--- src/rtl/alu_reg_unit.sv ---
// 32-bit ALU with a load-enabled registered result stage (Y, HI, LO, flags).
// Optional multiply/divide is built only when ALU_MULDIV_EN is defined.
module alu_reg_unit #(
   parameter int WIDTH = 32
) (
   input  logic             Clk,
   input  logic             reset,
   input  logic             en,
   input  logic [3:0]       operation,
   input  logic [1:0]       sign,
   input  logic [3:0]       cmpsignal,
   input  logic [WIDTH-1:0] A,
   input  logic [WIDTH-1:0] B,
   output logic [WIDTH-1:0] Y,
   output logic [WIDTH-1:0] HI,
   output logic [WIDTH-1:0] LO,
   output logic [3:0]       carryFlags
);

   typedef enum logic [3:0] {
      OP_ADD  = 4'b0000, OP_SUB  = 4'b0001, OP_AND   = 4'b0010, OP_OR    = 4'b0011,
      OP_XOR  = 4'b0100, OP_NOR  = 4'b0101, OP_SLL   = 4'b0110, OP_SRL   = 4'b0111,
      OP_SRA  = 4'b1000, OP_SLT  = 4'b1001, OP_MULT  = 4'b1010, OP_DIV   = 4'b1011,
      OP_LUI  = 4'b1100, OP_PASSA = 4'b1101, OP_PASSB = 4'b1110, OP_CMP = 4'b1111
   } op_e;

   typedef enum logic [3:0] {
      CMP_EQ = 4'd0, CMP_NE = 4'd1, CMP_LT = 4'd2, CMP_LE = 4'd3, CMP_GT = 4'd4,
      CMP_GE = 4'd5, CMP_ANEG = 4'd6, CMP_ANNEG = 4'd7, CMP_ANPOS = 4'd8, CMP_APOS = 4'd9
   } cmp_e;

   op_e              op;
   logic             is_signed;
   logic             unused_sign_hi;
   logic [WIDTH:0]   add_full;
   logic [WIDTH:0]   sub_full;
   logic             add_ovf;
   logic             sub_ovf;
   logic             a_lt_b;
   logic             a_eq_b;
   logic             a_zero;
   logic             cmp_true;
   logic [WIDTH-1:0] y_next;
   logic [WIDTH-1:0] hi_next;
   logic [WIDTH-1:0] lo_next;
   logic             c_next;
   logic             v_next;

   assign op             = op_e'(operation);
   assign is_signed      = sign[0];
   assign unused_sign_hi = sign[1];

   // SUB is formed as A + ~B + 1 so the carry out is directly the NOT-borrow flag.
   assign add_full = {1'b0, A} + {1'b0, B};
   assign sub_full = {1'b0, A} + {1'b0, ~B} + {{WIDTH{1'b0}}, 1'b1};
   assign add_ovf  = is_signed & (A[WIDTH-1] == B[WIDTH-1]) & (add_full[WIDTH-1] != A[WIDTH-1]);
   assign sub_ovf  = is_signed & (A[WIDTH-1] != B[WIDTH-1]) & (sub_full[WIDTH-1] != A[WIDTH-1]);

   assign a_lt_b = is_signed ? ($signed(A) < $signed(B)) : (A < B);
   assign a_eq_b = (A == B);
   assign a_zero = (A == '0);

   always_comb begin
      cmp_true = 1'b0;
      case (cmp_e'(cmpsignal))
         CMP_EQ:    cmp_true = a_eq_b;
         CMP_NE:    cmp_true = !a_eq_b;
         CMP_LT:    cmp_true = a_lt_b;
         CMP_LE:    cmp_true = a_lt_b | a_eq_b;
         CMP_GT:    cmp_true = !(a_lt_b | a_eq_b);
         CMP_GE:    cmp_true = !a_lt_b;
         CMP_ANEG:  cmp_true = A[WIDTH-1];
         CMP_ANNEG: cmp_true = !A[WIDTH-1];
         CMP_ANPOS: cmp_true = A[WIDTH-1] | a_zero;
         CMP_APOS:  cmp_true = !A[WIDTH-1] & !a_zero;
         default:   cmp_true = 1'b0;
      endcase
   end

`ifdef ALU_MULDIV_EN
   logic [2*WIDTH-1:0] mul_full;
   logic               a_neg;
   logic               b_neg;
   logic [WIDTH-1:0]   a_mag;
   logic [WIDTH-1:0]   b_mag;
   logic [WIDTH-1:0]   q_mag;
   logic [WIDTH-1:0]   r_mag;
   logic [WIDTH-1:0]   quot;
   logic [WIDTH-1:0]   rem;
   logic               div_zero;
   logic               div_ovf;

   assign mul_full = {{WIDTH{is_signed & A[WIDTH-1]}}, A} * {{WIDTH{is_signed & B[WIDTH-1]}}, B};

   // Signed division runs on magnitudes; the most-negative / -1 case falls out as 0x8000_0000 naturally.
   assign a_neg    = is_signed & A[WIDTH-1];
   assign b_neg    = is_signed & B[WIDTH-1];
   assign a_mag    = a_neg ? -A : A;
   assign b_mag    = b_neg ? -B : B;
   assign q_mag    = a_mag / b_mag;
   assign r_mag    = a_mag % b_mag;
   assign quot     = (a_neg ^ b_neg) ? -q_mag : q_mag;
   assign rem      = a_neg ? -r_mag : r_mag;
   assign div_zero = (B == '0);
   assign div_ovf  = is_signed & (A == {1'b1, {(WIDTH-1){1'b0}}}) & (B == '1);
`endif

   always_comb begin
      // NOTE: every output of this block gets a default first so no path can infer a latch.
      y_next  = '0;
      hi_next = HI;
      lo_next = LO;
      c_next  = 1'b0;
      v_next  = 1'b0;
      case (op)
         OP_ADD: begin
            y_next = add_full[WIDTH-1:0];
            c_next = add_full[WIDTH];
            v_next = add_ovf;
         end
         OP_SUB: begin
            y_next = sub_full[WIDTH-1:0];
            c_next = sub_full[WIDTH];
            v_next = sub_ovf;
         end
         OP_AND:   y_next = A & B;
         OP_OR:    y_next = A | B;
         OP_XOR:   y_next = A ^ B;
         OP_NOR:   y_next = ~(A | B);
         OP_SLL:   y_next = B << A[4:0];
         OP_SRL:   y_next = B >> A[4:0];
         OP_SRA:   y_next = $unsigned($signed(B) >>> A[4:0]);
         OP_SLT:   y_next = {{(WIDTH-1){1'b0}}, a_lt_b};
`ifdef ALU_MULDIV_EN
         OP_MULT: begin
            hi_next = mul_full[2*WIDTH-1:WIDTH];
            lo_next = mul_full[WIDTH-1:0];
            y_next  = mul_full[WIDTH-1:0];
         end
         OP_DIV: begin
            if (div_zero) begin
               y_next  = '1;
               lo_next = '1;
               hi_next = A;
               v_next  = 1'b1;
            end else begin
               y_next  = quot;
               lo_next = quot;
               hi_next = rem;
               v_next  = div_ovf;
            end
         end
`else
         OP_MULT:  y_next = '0;
         OP_DIV:   y_next = '0;
`endif
         OP_LUI:   y_next = {B[15:0], {(WIDTH-16){1'b0}}};
         OP_PASSA: y_next = A;
         OP_PASSB: y_next = B;
         OP_CMP:   y_next = {{(WIDTH-1){1'b0}}, cmp_true};
         default:  y_next = '0;
      endcase
   end

   // NOTE: state registers use non-blocking assignments so all outputs update together on the edge.
   always_ff @(posedge Clk) begin
      if (reset) begin
         Y          <= '0;
         HI         <= '0;
         LO         <= '0;
         carryFlags <= '0;
      end else if (en) begin
         Y          <= y_next;
         HI         <= hi_next;
         LO         <= lo_next;
         carryFlags <= {v_next, y_next[WIDTH-1], (y_next == '0), c_next};
      end
   end

endmodule

--- config.mk ---
export PLATFORM = sky130hd
export DESIGN_NAME = alu_reg_unit
export DESIGN_NICKNAME = d
export VERILOG_FILES = /design/src/rtl/alu_reg_unit.sv
export SDC_FILE = /design/constraint.sdc
export NUM_CORES = 1
export LEC_CHECK = 0
export ABC_AREA = 1
export CELL_PAD_IN_SITES_DETAIL_PLACEMENT = 0
export CELL_PAD_IN_SITES_GLOBAL_PLACEMENT = 1
export CORE_ASPECT_RATIO = 1.75
export CORE_MARGIN = 2
export CORE_UTILIZATION = 35
export CTS_CLUSTER_DIAMETER = 30
export DETAILED_ROUTE_END_ITERATION = 10
export GPL_TIMING_DRIVEN = 0
export PLACE_DENSITY = 0.75
export SYNTH_ARGS = -nofsm -noshare
export SYNTH_HDL_FRONTEND = slang
export SYNTH_SLANG_ARGS = --single-unit
--- constraint.sdc ---
create_clock -name Clk -period 5.08 [get_ports Clk]
set_input_delay 0.762 -clock Clk [delete_from_list [all_inputs] [get_ports Clk]]
set_output_delay 0.762 -clock Clk [all_outputs]
set_load 0.05 [all_outputs]
* Word-level counts from Yosys, hierarchy flattened
Cells that the tools add are included.
** Word-level totals
- Register bits :: 36
- Bits of input ports :: 77
- Output and inout port bits :: 100
- Logic and storage cells :: 66
** Operators by class
- Add/sub/neg operators :: 3
- Magnitude comparators :: 2
- Equal/unequal tests :: 29
- Shift-type cells :: 3
- Mux-type cells :: 5
- Bitwise logic cells :: 12
- Reduce and logical (&&, ||, !) cells :: 10
** Operator list (number)
- 32-bit one-hot mux with 15 select lines :: 1
- 32-bit by 32-bit adder with 33-bit output :: 2
- 32-bit zero test :: 2
- 32-bit less-than comparator :: 2
- 32-bit NOT :: 2
- 4-bit == test, second input constant :: 10
- 33-bit by 1-bit adder with 33-bit output, second input constant :: 1
- 32-bit bitwise AND :: 1
- 32-bit == test :: 1
- 4-bit by 3-bit == test with 1-bit output, second input constant :: 8
- 32-bit bitwise OR :: 1
- 32-bit by 5-bit << shifter with 32-bit output :: 1
- 32-bit by 5-bit >> shifter with 32-bit output :: 1
- 32-bit by 5-bit >>> shifter with 32-bit output :: 1
- 32-bit XOR :: 1
- 4-bit by 2-bit == test with 1-bit output, second input constant :: 4
- 1-bit one-hot mux with 10 select lines :: 1
- 4-bit by 1-bit == test with 1-bit output, second input constant :: 2
- 4-bit zero test :: 2
- 1-bit bitwise AND :: 5
- 1-bit zero test :: 5
- 1-bit one-hot mux with 2 select lines :: 2
- 1-bit != test :: 3
- 1-bit bitwise OR :: 2
- other kinds (3) :: 3

* Depth between registers and ports, before layout
Gate-level depths: netlist (run 1).
- Word-level depth :: 7
- Depth in mapped cells :: 27
- Depth with buffers taken out :: 24

* Least setup slack after synthesis (run 1)
Ideal clock, no wire load.
- Path kind :: input to register
- Start point :: input port A[3]
- End point :: register carryFlags[1]
- Setup time :: 71 ps
- Arrival :: 3363 ps
- Data required time :: 5009 ps
- Path slack :: 1646 ps
- Cell stages on the path :: 20
- Buffers on the path :: 4
- Cell sequence :: buf_2 inv_1 buf_2 buf_2 buf_2 ha_1 a21oi_1 nand2_1 a21oi_1 o21ai_1 a21oi_1 or2_2 nand3_1 nand2_1 nand2_1 nor2_1 nand2_1 nor2_1 nand4_1 a21oi_1
** Between the ends
- Word-level cells in the longest chain between the ends :: 7
- Elaborated cells on any way between the ends :: 25
- Classes of those cells :: 3 x add/sub; 2 x order compare; 1 x eq/ne; 3 x shift; 3 x mux; 7 x bitwise; 6 x reduce/logical
** RTL lines
- from (decl) :: RTL line 12 : input logic [WIDTH-1:0] A,
- parallel branches: the longest is 5 deep, another holds 32-bit by 32-bit adder with 33-bit output
- 32-bit one-hot mux with 15 select lines * :: RTL line 115 : case (op)
- 32-bit zero test * :: RTL line 176 : carryFlags <= {v_next, y_next[WIDTH-1], (y_next == '0), c_next};
- to (signal assigned) :: RTL line 176
- to (decl) :: RTL line 17 : output logic [3:0] carryFlags
Every way passes the cells marked *.
A chain may end at the register's enable or synchronous reset.

* Worst setup path after layout (run 1)
- Start point :: input port B[13]
- End point :: register carryFlags[1]
** Between the ends
- Word-level cells in the longest chain between the ends :: 7
- Elaborated cells on any way between the ends :: 22
- Classes of those cells :: 3 x add/sub; 2 x order compare; 1 x eq/ne; 3 x shift; 3 x mux; 6 x bitwise; 4 x reduce/logical
** RTL lines
- from (decl) :: RTL line 13 : input logic [WIDTH-1:0] B,
- parallel branches: the longest is 5 deep, another holds 32-bit by 32-bit adder with 33-bit output
- 32-bit one-hot mux with 15 select lines * :: RTL line 115
- 32-bit zero test * :: RTL line 176
Marks and branches as above.

==> results of run 1 <==
cell families after synthesis:
family / after synthesis / synth area share (%)
other cells: 1 / 0.03019
simple gates: 1292 / 43.69
flops: 35 / 5.641
buf+inv: 454 / 16.89
compound gates: 486 / 22.46
fa+ha+maj: 98 / 9.993
mux: 9 / 0.7253
xor+xnor: 8 / 0.5641
sequential cells by signal (all words and copies together) (netlist names):
signal / count
carryFlags: 4
Y: 31
layer usage:
metal	global-route usage, %	vias to the layer above	part of all wire, %
met3	10.58	598	7.6
met1	41.26	8242	30
li1	-	8099	-
met5	0	-	0
met4	56.50	0	16
met2	79.58	1280	47
placed cells by master, fill, tap and decap left out, types with 4 or more instances in the layout:
| master | instances |
|---|---|
| dfxtp_1 | 35 |
| nand2_1 | 679 |
| o22ai_1 | 30 |
| o21ai_1 | 22 |
| buf_1 | 10 |
| o211ai_1 | 31 |
| buf_6 | 9 |
| o21bai_1 | 14 |
| nand4_1 | 40 |
| inv_1 | 257 |
| buf_2 | 45 |
| clkbuf_4 | 4 |
| a21oi_2 | 9 |
| nand2_2 | 13 |
| clkdlybuf4s50_1 | 110 |
| ha_1 | 96 |
| nor4_1 | 8 |
| o2111ai_1 | 8 |
| nor2_1 | 237 |
| nand3b_1 | 7 |
| o21ai_0 | 160 |
| inv_2 | 20 |
| nor2_2 | 6 |
| mux2i_1 | 9 |
| xor2_1 | 7 |
| a221oi_1 | 4 |
| or2_2 | 5 |
| nor3_1 | 23 |
| conb_1 | 64 |
| a21oi_1 | 157 |
| a21boi_0 | 6 |
| a31oi_1 | 6 |
| clkbuf_16 | 5 |
| buf_4 | 77 |
| o221ai_1 | 8 |
| nand3_1 | 258 |
| clkbuf_1 | 28 |
| o21a_1 | 14 |
per-stage QoR:
step | util, % | instance area (µm²)
detailed placement | 40.92 | 14350
CTS | 41.54 | 14570
floorplan | - | 12660
global placement | 40.92 | 14350
finish | 41.89 | 14690
global route | 41.88 | 14690
timing repair:
item | CTS | global route
pin swaps | 0 | 2
endpoints found under the hold margin | 0 | 0
gates resized for setup | 8 | 35
endpoints found under the setup margin | 2 | 2
gates cloned | 0 | 0
setup buffers | 0 | 1
hold buffers | 0 | 0
power breakdown:
part | switching [mW] | internal, mW | total [mW] | leakage, nW
logic | 1.31 | 0.485 | 1.80 | 7.01
registers | 0.0112 | 0.296 | 0.308 | 0.290
clock network | 0.137 | 0.281 | 0.419 | 0.0900
total | 1.46 | 1.06 | 2.53 | 7.39
final timing paths:
kind / startpoint / end / slack [ns] / depth (start not counted)
worst min register to register: carryFlags[1] / carryFlags[1] / 0.47 / 2
worst min-delay path: carryFlags[1] / carryFlags[1] / 0.47 / 2
worst max register to register: Y[0] / Y[0] / 4.35 / 2
worst max-delay path: B[13] / carryFlags[1] / 0.04 / 19
worst max-delay path: stages:
cell and delay, ns:
clkdlybuf4s50_1 0.54, inv_1 0.46, ha_1 0.34, clkbuf_2 0.17, a21oi_1 0.28, o21ai_0 0.28
a21oi_1 0.62, o21ai_2 0.26, nand2_1 0.23, nand2_1 0.07, nand2_1 0.06, a21oi_1 0.08
nor2_2 0.20, nand2_1 0.07, nor2_1 0.19, nand2_1 0.16, nor2_4 0.18, nand4_1 0.14
a21oi_1 0.14
area by class of cell:
type                       count  area (µm²)
clock inverter                 3       67.56
multi-input combinational   1957        9961
tap                          465       581.8
sequential                    35       700.7
fill                        4120       20380
clock buffer                   5       125.1
timing repair buffer         112        1121
inverter                     279        1050
buffer                       174        1080
antenna                        2       5.005
==> impl_results.md, run 1 <==
* Core ar. at 35,070 µm²
* Net count, final at 2,739
* Crit path capture type: flip-flop
* Worst Hold Slack at 0.4664 ns
* Die ar. at 37,070 µm²
* Overflow after GRT at 0
* H-tree levels at 2
* Post-DP HPWL at between 70 and 80 mm
* Top-area cell type share of the netlist area at 20.67%
* Detailed Route WL at 87.85 mm
* Final hold vios at 0
* Initial Util at 35.42%
* Yosys warns at 0
* Crit path time final at 5.035 ns
* Global-route usage over all layers at 46.48%
* Fmax at 198.6 MHz
* Status: completed
* Slew @ Worst Pin at 1.352 ns
* CTS Buffer Depth at 2
* IR drop worst, VDD at 98.93 µV
* Largest cells by area after synthesis: nand2_1 (21%), nand3_1 (11%), ha_1 (9.7%), inv_1 (7.8%), nor2_1 (7.3%)
* Worst hold path type: flip-flop to flip-flop
* Clk_skew at 0 ns
* EDFF count, synth at 0
* Dpl ws at -0.7289 ns
* Leak at 7.391 nW
* Drt drc at 0
* Iter 0 DRT Violations at ~2,000
* Post-synthesis sequential area ratio at 5.641%
* Syn avg cell area at 5.212 µm²
* Total power at 2.526 mW
* Data arrival, critical path at 5.26 ns
* CP Max Fanout at 8
* DP Cell Count at ~3,000
* Register bit total from synthesis at 35
* WL per Instance at 28.97 µm
* # rows at approximately 90
* Share of layout cells above drive strength 1 at 8.265%
* Antenna Nets Post-Route at 0
* Vias in the first global route at roughly 18,000
* Syn Std Cell Area at 12,420 µm²
* Synth area leader: nand2_1
* DRT Pass-1 Iters at 9
* CP Launch Type: input pin
* First-pass GRT wire length at 123.4 mm
* Top-Level Pins at 177
* CTS root buffer: clkbuf_16
* Final Cycle Share at 99.11%
* Most common cell in the netlist: nand2_1
* Largest net degree at the start of global routing at 17
* Die Y at approximately 250 µm
* Clock sinks at 35
* Cell Count, Final, Fillers Out at 3,032
* Commonest cells post-synth: nand2_1 (684), nand3_1 (261), inv_1 (257), nor2_1 (240), o21ai_0 (160)
* Power per cell area at 171.9 nW/µm²
* Clk Latency, worst-skew pair at 0.30 ns
* Via count at roughly 18,000
* Initial antenna violation count at 1
* Async S/R FF share, synth at 0%
* Yosys cell types at 52
* Post-route setup TNS at 0 ns
* Die X at about 150 µm
* CTS tree: done
* Fin worst setup slack at around 0.045 ns
* Clock transition at the registers of the reported paths at 0.06 ns
* Final setup vio count at 0
* RD Place Congestion at 1.149
* Leading register cell type out of synthesis: dfxtp_1
* WS Path Type: input pin to flip-flop
* Via density at 6.009
* Synth-to-layout area growth at 18.28%
* CTS buffer count at 5
* Syn Inst Count at 2,383
* # port buffers at 111
* MaxCap Viol Count at 0
* WP data required at 5.31 ns
* Slew Viols, Final at 0
* Slew HR at around a tenth
(Power assumes the default switching activity.)
==> inputs of run 2 (changes only) <==
--- a/config.mk
+++ b/config.mk
@@ -13,8 +13,10 @@
 export CORE_UTILIZATION = 35
 export CTS_CLUSTER_DIAMETER = 30
 export DETAILED_ROUTE_END_ITERATION = 10
+export DONT_BUFFER_PORTS = 1
 export GPL_TIMING_DRIVEN = 0
-export PLACE_DENSITY = 0.75
+export PLACE_DENSITY = 0.65
 export SYNTH_ARGS = -nofsm -noshare
 export SYNTH_HDL_FRONTEND = slang
 export SYNTH_SLANG_ARGS = --single-unit
+export TNS_END_PERCENT = 20
==> run 2 against run 1 <==
  * Flip-flop and latch count is the same
  * Sequential share of layout area rose by 0.45 points
  * Worst setup slack better by 0.0025 ns
==> impl_results.md, run 2 (synthesis results as in run 1) <==
* Status: completed
* Largest registers: Y (31), carryFlags (4)
* Antenna Nets Post-Route at 0
* # rows at 91
* Commonest non-fill, non-tap cell in the layout: nand2_1
* Synth-to-layout area growth at 8.170%
* Most frequent cells in the layout: nand2_1 (684), nand3_1 (260), inv_1 (257), nor2_1 (240), o21ai_0 (160)
* DRT Pass-1 Iters at 7
* Data arrival, critical path at ~5.3 ns
* Cts hold-fix bufs at 0
* H-tree levels at 2
* Worst hold path type: input pin to flip-flop
* Slew HR at 8.395%
* Max FFs per register at 31
* Via count at 17,620
* Iter 0 DRT Violations at between 2,000 and 2,500
* CP Max Fanout at 10
* Top-Level Pins at 177
* Share of layout cells above drive strength 1 at 7.949%
* Die ar. at roughly 37,000 µm²
* CTS Buffer Depth at 2
* Final setup vio count at 0
* Slew @ Worst Pin at 1.369 ns
* WS Path Type: input pin to flip-flop
* Total power at 2.348 mW
* # port buffers at 0
* Post-DP HPWL at 71.41 mm
* Clk Latency, worst-skew pair at 0.29 ns
* Via density at 6.038
* WL per Instance at 29.24 µm
* CTS resizes at 0
* Overflow after GRT at 0
* Initial antenna violation count at 0
* WP data required at 5.31 ns
* Antenna cell count at 0
* Final Cycle Share at approximately 99%
* Die X at 146.4 µm
* Vias in the first global route at between 15,000 and 20,000
* Net count, final at 2,627
* CTS tree: done
* Final hold vios at 0
* Post-layout util at 38.31%
* Largest net degree at the start of global routing at 13
* IR drop worst, VDD at 115.4 µV
* Dpl ws at -0.07437 ns
* Clk_skew at 0 ns
* RD Place Congestion at 1.128
* Clock transition at the registers of the reported paths at 0.06 ns
* CP Launch Type: input pin
* Slew Viols, Final at 0
* MaxCap Viol Count at 0
* Detailed Route WL at 85.33 mm
* Global-route usage over all layers at 44.24%
* Core ar. at 35,070 µm²
* CTS buffer count at 5
* Die Y at 253.2 µm
* Largest Register: Y
* Filler cell count at 4,199
* Fmax at 198.7 MHz
* RSZ-0062 raised after global routing: false
* CTS root buffer: clkbuf_16
* Worst Hold Slack at 0.6288 ns
* Crit path capture type: flip-flop
* First-pass GRT wire length at 117.1 mm
* Crit path time final at 5.032 ns
* Clock sinks at 35
* Fin worst setup slack at about 0.048 ns
* Drt drc at 0
* Leak at 6.932 nW
* Power per cell area at 174.8 nW/µm²
* Setup bufs post-CTS at 0
* Initial Util at approximately 35%
* Post-route setup TNS at 0 ns
## run 2: worst paths after layout
path                       from            end  slack (ns)  cells after the start
hold / removal            reset           Y[3]        0.63                      3
setup reg to reg          Y[13]          Y[13]        4.05                      4
hold reg to reg   carryFlags[1]  carryFlags[1]        0.72                      2
setup / recovery           A[2]  carryFlags[1]        0.05                     25
## run 2: per-layer routing
metal,GRT usage [%],share of wire (%)
met1,40.75,31
met2,77.59,48
met3,6.847,7.2
met4,51.15,14
met5,0,0
## run 2: worst max-delay path: stages
cell and delay, ns:
buf_2 0.22, inv_1 0.20, buf_2 0.33, buf_2 0.41, ha_1 0.30, buf_2 0.17, inv_1 0.12, nand2_1 0.09
nand2_1 0.15, nand3_1 0.11, nand2_1 0.17, inv_1 0.06, o21bai_1 0.69, nand2_1 0.18, nand3_1 0.12, nand2_1 0.05
nand3_1 0.08, nand2_1 0.07, nand2_1 0.11, nand2_1 0.06, nor2_1 0.13, nand2_1 0.12, nor2_1 0.26, nand4_1 0.13
a21oi_1 0.13
## run 2: cell type report
| type | count | area, µm² | area share [%] |
|---|---|---|---|
| inverter | 279 | 1047 | 7.795 |
| tap | 465 | 581.8 | 4.330 |
| clock inverter | 3 | 67.56 | 0.5029 |
| buffer | 174 | 1050 | 7.813 |
| sequential | 35 | 700.7 | 5.215 |
| clock buffer | 5 | 125.1 | 0.9313 |
| multi-input combinational | 1957 | 9863 | 73.41 |
## run 2: where the power goes
group / total, mW / leakage, nW / internal, mW / switching, mW
clock: 0.408 / 0.0900 / 0.281 / 0.127
sequential: 0.386 / 0.290 / 0.297 / 0.0892
combinational: 1.56 / 6.55 / 0.392 / 1.16
## run 2: metrics by stage
stage,instances,cell area [µm²]
floorplan,2446,12660
global placement,2911,13240
detailed placement,2911,13240
CTS,2919,13430
global route,2918,13440
finish,2918,13440
==> inputs of run 3 (changes only) <==
--- a/config.mk
+++ b/config.mk
@@ -10,12 +10,12 @@
 export CELL_PAD_IN_SITES_GLOBAL_PLACEMENT = 1
 export CORE_ASPECT_RATIO = 1.75
 export CORE_MARGIN = 2
-export CORE_UTILIZATION = 35
+export CORE_UTILIZATION = 48
 export CTS_CLUSTER_DIAMETER = 30
 export DETAILED_ROUTE_END_ITERATION = 10
 export DONT_BUFFER_PORTS = 1
 export GPL_TIMING_DRIVEN = 0
-export PLACE_DENSITY = 0.65
+export PLACE_DENSITY = 0.86
 export SYNTH_ARGS = -nofsm -noshare
 export SYNTH_HDL_FRONTEND = slang
 export SYNTH_SLANG_ARGS = --single-unit
==> run 3 against run 2 <==
  * The run now fails in global routing
  * Synthesized cell count did not move
  * Synthesized area did not move
==> impl_results.md, run 3 <==
* Status: stopped before the end
* Last stage reached: global routing
* Stop Error: [ERROR GRT-0116] Global routing finished with congestion. Check the congestion regions in the DRC Viewer.
* Adder-Cell Fraction of Synth Area at approximately 10%
* Clock sinks at 35
* Initial Util at 49.02%
* Register bit total from synthesis at 35
* Overflow after GRT at between 40 and 50
* Top-area cell type share of the netlist area at 20.67%
* Simple-gate share of the synthesized area at 43.69%
* Largest family of logic cells by synthesized area: simple AND/OR/NAND/NOR gates
* Commonest cells post-synth: nand2_1 (684), nand3_1 (261), inv_1 (257), nor2_1 (240), o21ai_0 (160)
* Syn Std Cell Area at 12,420 µm²
* EDFF count, synth at 0
* Synth Area in XOR/XNOR at 0.5641%
* Top-Level Pins at 177
* RD Place Congestion at 1.253
* Die Y at between 200 and 250 µm
* CTS resizes at 0
* # port buffers at 0
* Async S/R FF share, synth at 0%
* # rows at between 70 and 80
* Placement Cell Area at 13,050 µm²
* Syn Inst Count at 2,383
* CTS Buffer Depth at 2
* Synth area leader: nand2_1
* Largest net degree at the start of global routing at 12
* Vias in the first global route at ~18,000
* Post-synthesis mux area share at 0.7253%
* Setup bufs post-CTS at 0
* Syn avg cell area at between 5 and 6 µm²
* Yosys warns at 0
* Leading register cell type out of synthesis: dfxtp_1
* CTS buffer count at 5
* Most common cell in the netlist: nand2_1
* Synth Area in Compound Gates at between 20% and 30%
* CTS root buffer: clkbuf_16
* H-tree levels at 2
* Die X at 125.6 µm
* Yosys cell types at 52
* Post-synthesis sequential area ratio at 5.641%
* Largest cells by area after synthesis: nand2_1 (21%), nand3_1 (11%), ha_1 (9.7%), inv_1 (7.8%), nor2_1 (7.3%)
* Post-DP HPWL at 61.80 mm
* Cts hold-fix bufs at 0
* First-pass GRT wire length at 117.0 mm
* Global-route usage over all layers at 57.20%
-- run 3: cell counts after synthesis --
Identical to the previous run, type by type.
-- run 3: cell families after synthesis --
group,count (synthesis)
flip-flops,35
adder cells (fa/ha/maj),98
AO/OA/AOI/OAI,486
multiplexers,9
AND/OR/NAND/NOR,1292
buffers and inverters,454
XOR/XNOR,8
other,1
-- run 3: through the flow --
step	instances	worst slack (ns)
floorplan	2446	1.646
global placement	2762	0.1878
detailed placement	2762	0.1869
CTS	2770	0.4812
-- run 3: metal layers --
| layer | GRT overflow | global-route usage [%] |
|---|---|---|
| met2 | 20 | 86.56 |
| met4 | 22 | 65.07 |
| met1 | 0 | 53.86 |
| met5 | 0 | 0.5515 |
| met3 | 0 | 24.95 |
==> inputs of run 4 (changes only) <==
==> config.mk (replaced) <==
export PLATFORM = sky130hd
export DESIGN_NAME = alu_reg_unit
export DESIGN_NICKNAME = d
export VERILOG_FILES = /design/src/rtl/alu_reg_unit.sv
export SDC_FILE = /design/constraint.sdc
export NUM_CORES = 1
export LEC_CHECK = 0
export ABC_AREA = 1
export CORE_MARGIN = 2
export CORE_UTILIZATION = 36
export DETAILED_ROUTE_END_ITERATION = 10
export DONT_BUFFER_PORTS = 1
export GPL_TIMING_DRIVEN = 0
export PLACE_DENSITY_LB_ADDON = 0.15
export SYNTH_ARGS = -nofsm -noshare
export SYNTH_HDL_FRONTEND = slang
export SYNTH_SLANG_ARGS = --single-unit
export TNS_END_PERCENT = 20
==> run 4 against run 3 <==
  * The run now ends clean
==> impl_results.md, run 4 (synthesis results as in run 1) <==
* CTS Buffer Depth at 2
* Share of power burned in registers at about 18%
* WP data required at 5.29 ns
* Psw at 1.340 mW
* Slew Viols, Final at 0
* Final Cycle Share at 97.35%
* Vias in the first global route at about 16,000
* Post-layout util at between 30 and 40%
* Largest registers: Y (31), carryFlags (4)
* Largest Register: Y
* Slew @ Worst Pin at 1.239 ns
* Power per cell area at around 170 nW/µm²
* Via density at 6.012
* Gate power share at 69.2%
* Filler cell count at 4,076
* Total power at roughly 2.2 mW
* Die X at between 150 and 200 µm
* Fmax at 202.2 MHz
* Multi-input logic area at 9863 µm²
* Cell mode on critical path: nand2_1
* Commonest non-fill, non-tap cell in the layout: nand2_1
* MaxCap Viol Count at 0
* Final hold vios at 0
* WS Path Type: input pin to flip-flop
* Crit path time final at 4.945 ns
* H-tree levels at 2
* Top Family by Delay on Critical Path: simple AND/OR/NAND/NOR gates
* Post-DP HPWL at slightly below 70 mm
* Clk Latency, worst-skew pair at 0.28 ns
* CTS tree: done
* Clock sinks at 35
* Detailed Route WL at 80.10 mm
* R2R setup slack at 4.02 ns
* Bufs and invs on worst path at 7
* Worst path max stage delay at between 0.3 and 0.4 ns
* Pint at around 870 µW
* Design Area, Final at 13,370 µm²
* Data arrival, critical path at 5.15 ns
* CP max-delay cell: ha_1
* Placement Cell Area at roughly 13,000 µm²
* Worst hold path type: input pin to flip-flop
* Sw Share at 60.60%
* Sequential cell area at 700.7 µm²
* Largest net degree at the start of global routing at 12
* # port buffers at 0
* CP Launch Type: input pin
* WL per Instance at 27.52 µm
* IR drop worst, VDD at about 160 µV
* Clk_skew at 0 ns
* Most frequent cells in the layout: nand2_1 (684), nand3_1 (261), inv_1 (257), nor2_1 (240), o21ai_0 (160)
* Share of layout cells above drive strength 1 at under 10%
* Initial Util at 36.22%
* Crit path capture type: flip-flop
* CTS buffer count at 5
* First-pass GRT wire length at 112.0 mm
* Post-route setup TNS at 0 ns
* Die ar. at 36,000 µm²
* RD Place Congestion at 1.114
* Worst Hold Slack at ~0.65 ns
* Clock transition at the registers of the reported paths at about 0.050 ns
* Core ar. at 34,290 µm²
* CP Max Fanout at 10
* RSZ-0062 raised after global routing: false
* Via count at 17,500
* Leak at 6.912 nW
* Max FFs per register at 31
* Antenna Nets Post-Route at 0
* Iter 0 DRT Violations at 2,542
* Synth-to-layout area growth at 7.676%
* Overflow after GRT at 0
* Top-Level Pins at 177
* Slew HR at 17.13%
* Clock power frac at 13.3%
* Final setup vio count at 0
* Status: completed
* Net count, final at between 2,000 and 3,000
* DRT Pass-1 Iters at 5
* CTS root buffer: clkbuf_16
* Drt drc at 0
* Die Y at 189.7 µm
* Initial antenna violation count at 2
* # rows at 68
* Global-route usage over all layers at 43.04%
-- run 4: area by class of cell --
type	instances	share of cell area (%)
flip-flops and latches	35	5.239
inverters	279	7.830
clock buffers	7	0.9917
clock inverters	1	0.03742
diodes	2	0.03742
well taps	455	4.257
plain buffers	175	7.859
multi-input cells	1957	73.75
-- run 4: what timing repair did --
| action | CTS | global route |
|---|---|---|
| setup endpoints to repair | 0 | 1 |
| gates resized for setup | 0 | 1 |
| endpoints found under the hold margin | 0 | 0 |
| buffers inserted | 0 | 0 |
| hold buffers | 0 | 0 |
-- run 4: worst min-delay path, cell delays in order --
cell,delay (ns)
nor2_1,0.02
o21ai_0,0.06
inv_1,0.04
-- run 4: stage by stage --
step	setup slack (ns)	std cells
floorplan	1.646	2446
global placement	0.06425	2901
detailed placement	0.02853	2901
CTS	0.3111	2909
global route	0.05118	2909
finish	0.1347	2911
-- run 4: power by group through the flow --
stage | clock network, mW | logic (mW) | registers [mW]
finish | 0.294 | 1.53 | 0.387
global route | 0.310 | 1.62 | 0.389
CTS | 0.296 | 1.46 | 0.387
detailed placement | 0 | 1.45 | 0.393
global placement | 0 | 1.45 | 0.393
floorplan | 0 | 0.979 | 0.387
-- run 4: worst paths after layout --
path	from	cells after the start	end
worst max-delay path	A[3]	25	carryFlags[1]
worst min-delay path	reset	3	Y[3]
worst max register to register	Y[12]	4	Y[12]
worst min register to register	carryFlags[1]	2	carryFlags[1]
-- run 4: routing by layer --
layer	GRT usage, %	part of all wire (%)	routed length (µm)	vias up
met5	0	0.012	10	-
met4	33.81	10	8011	2
met3	8.652	10	8209	310
met2	67.74	43	34150	1232
met1	51.25	37	29720	8078
li1	-	-	-	7878
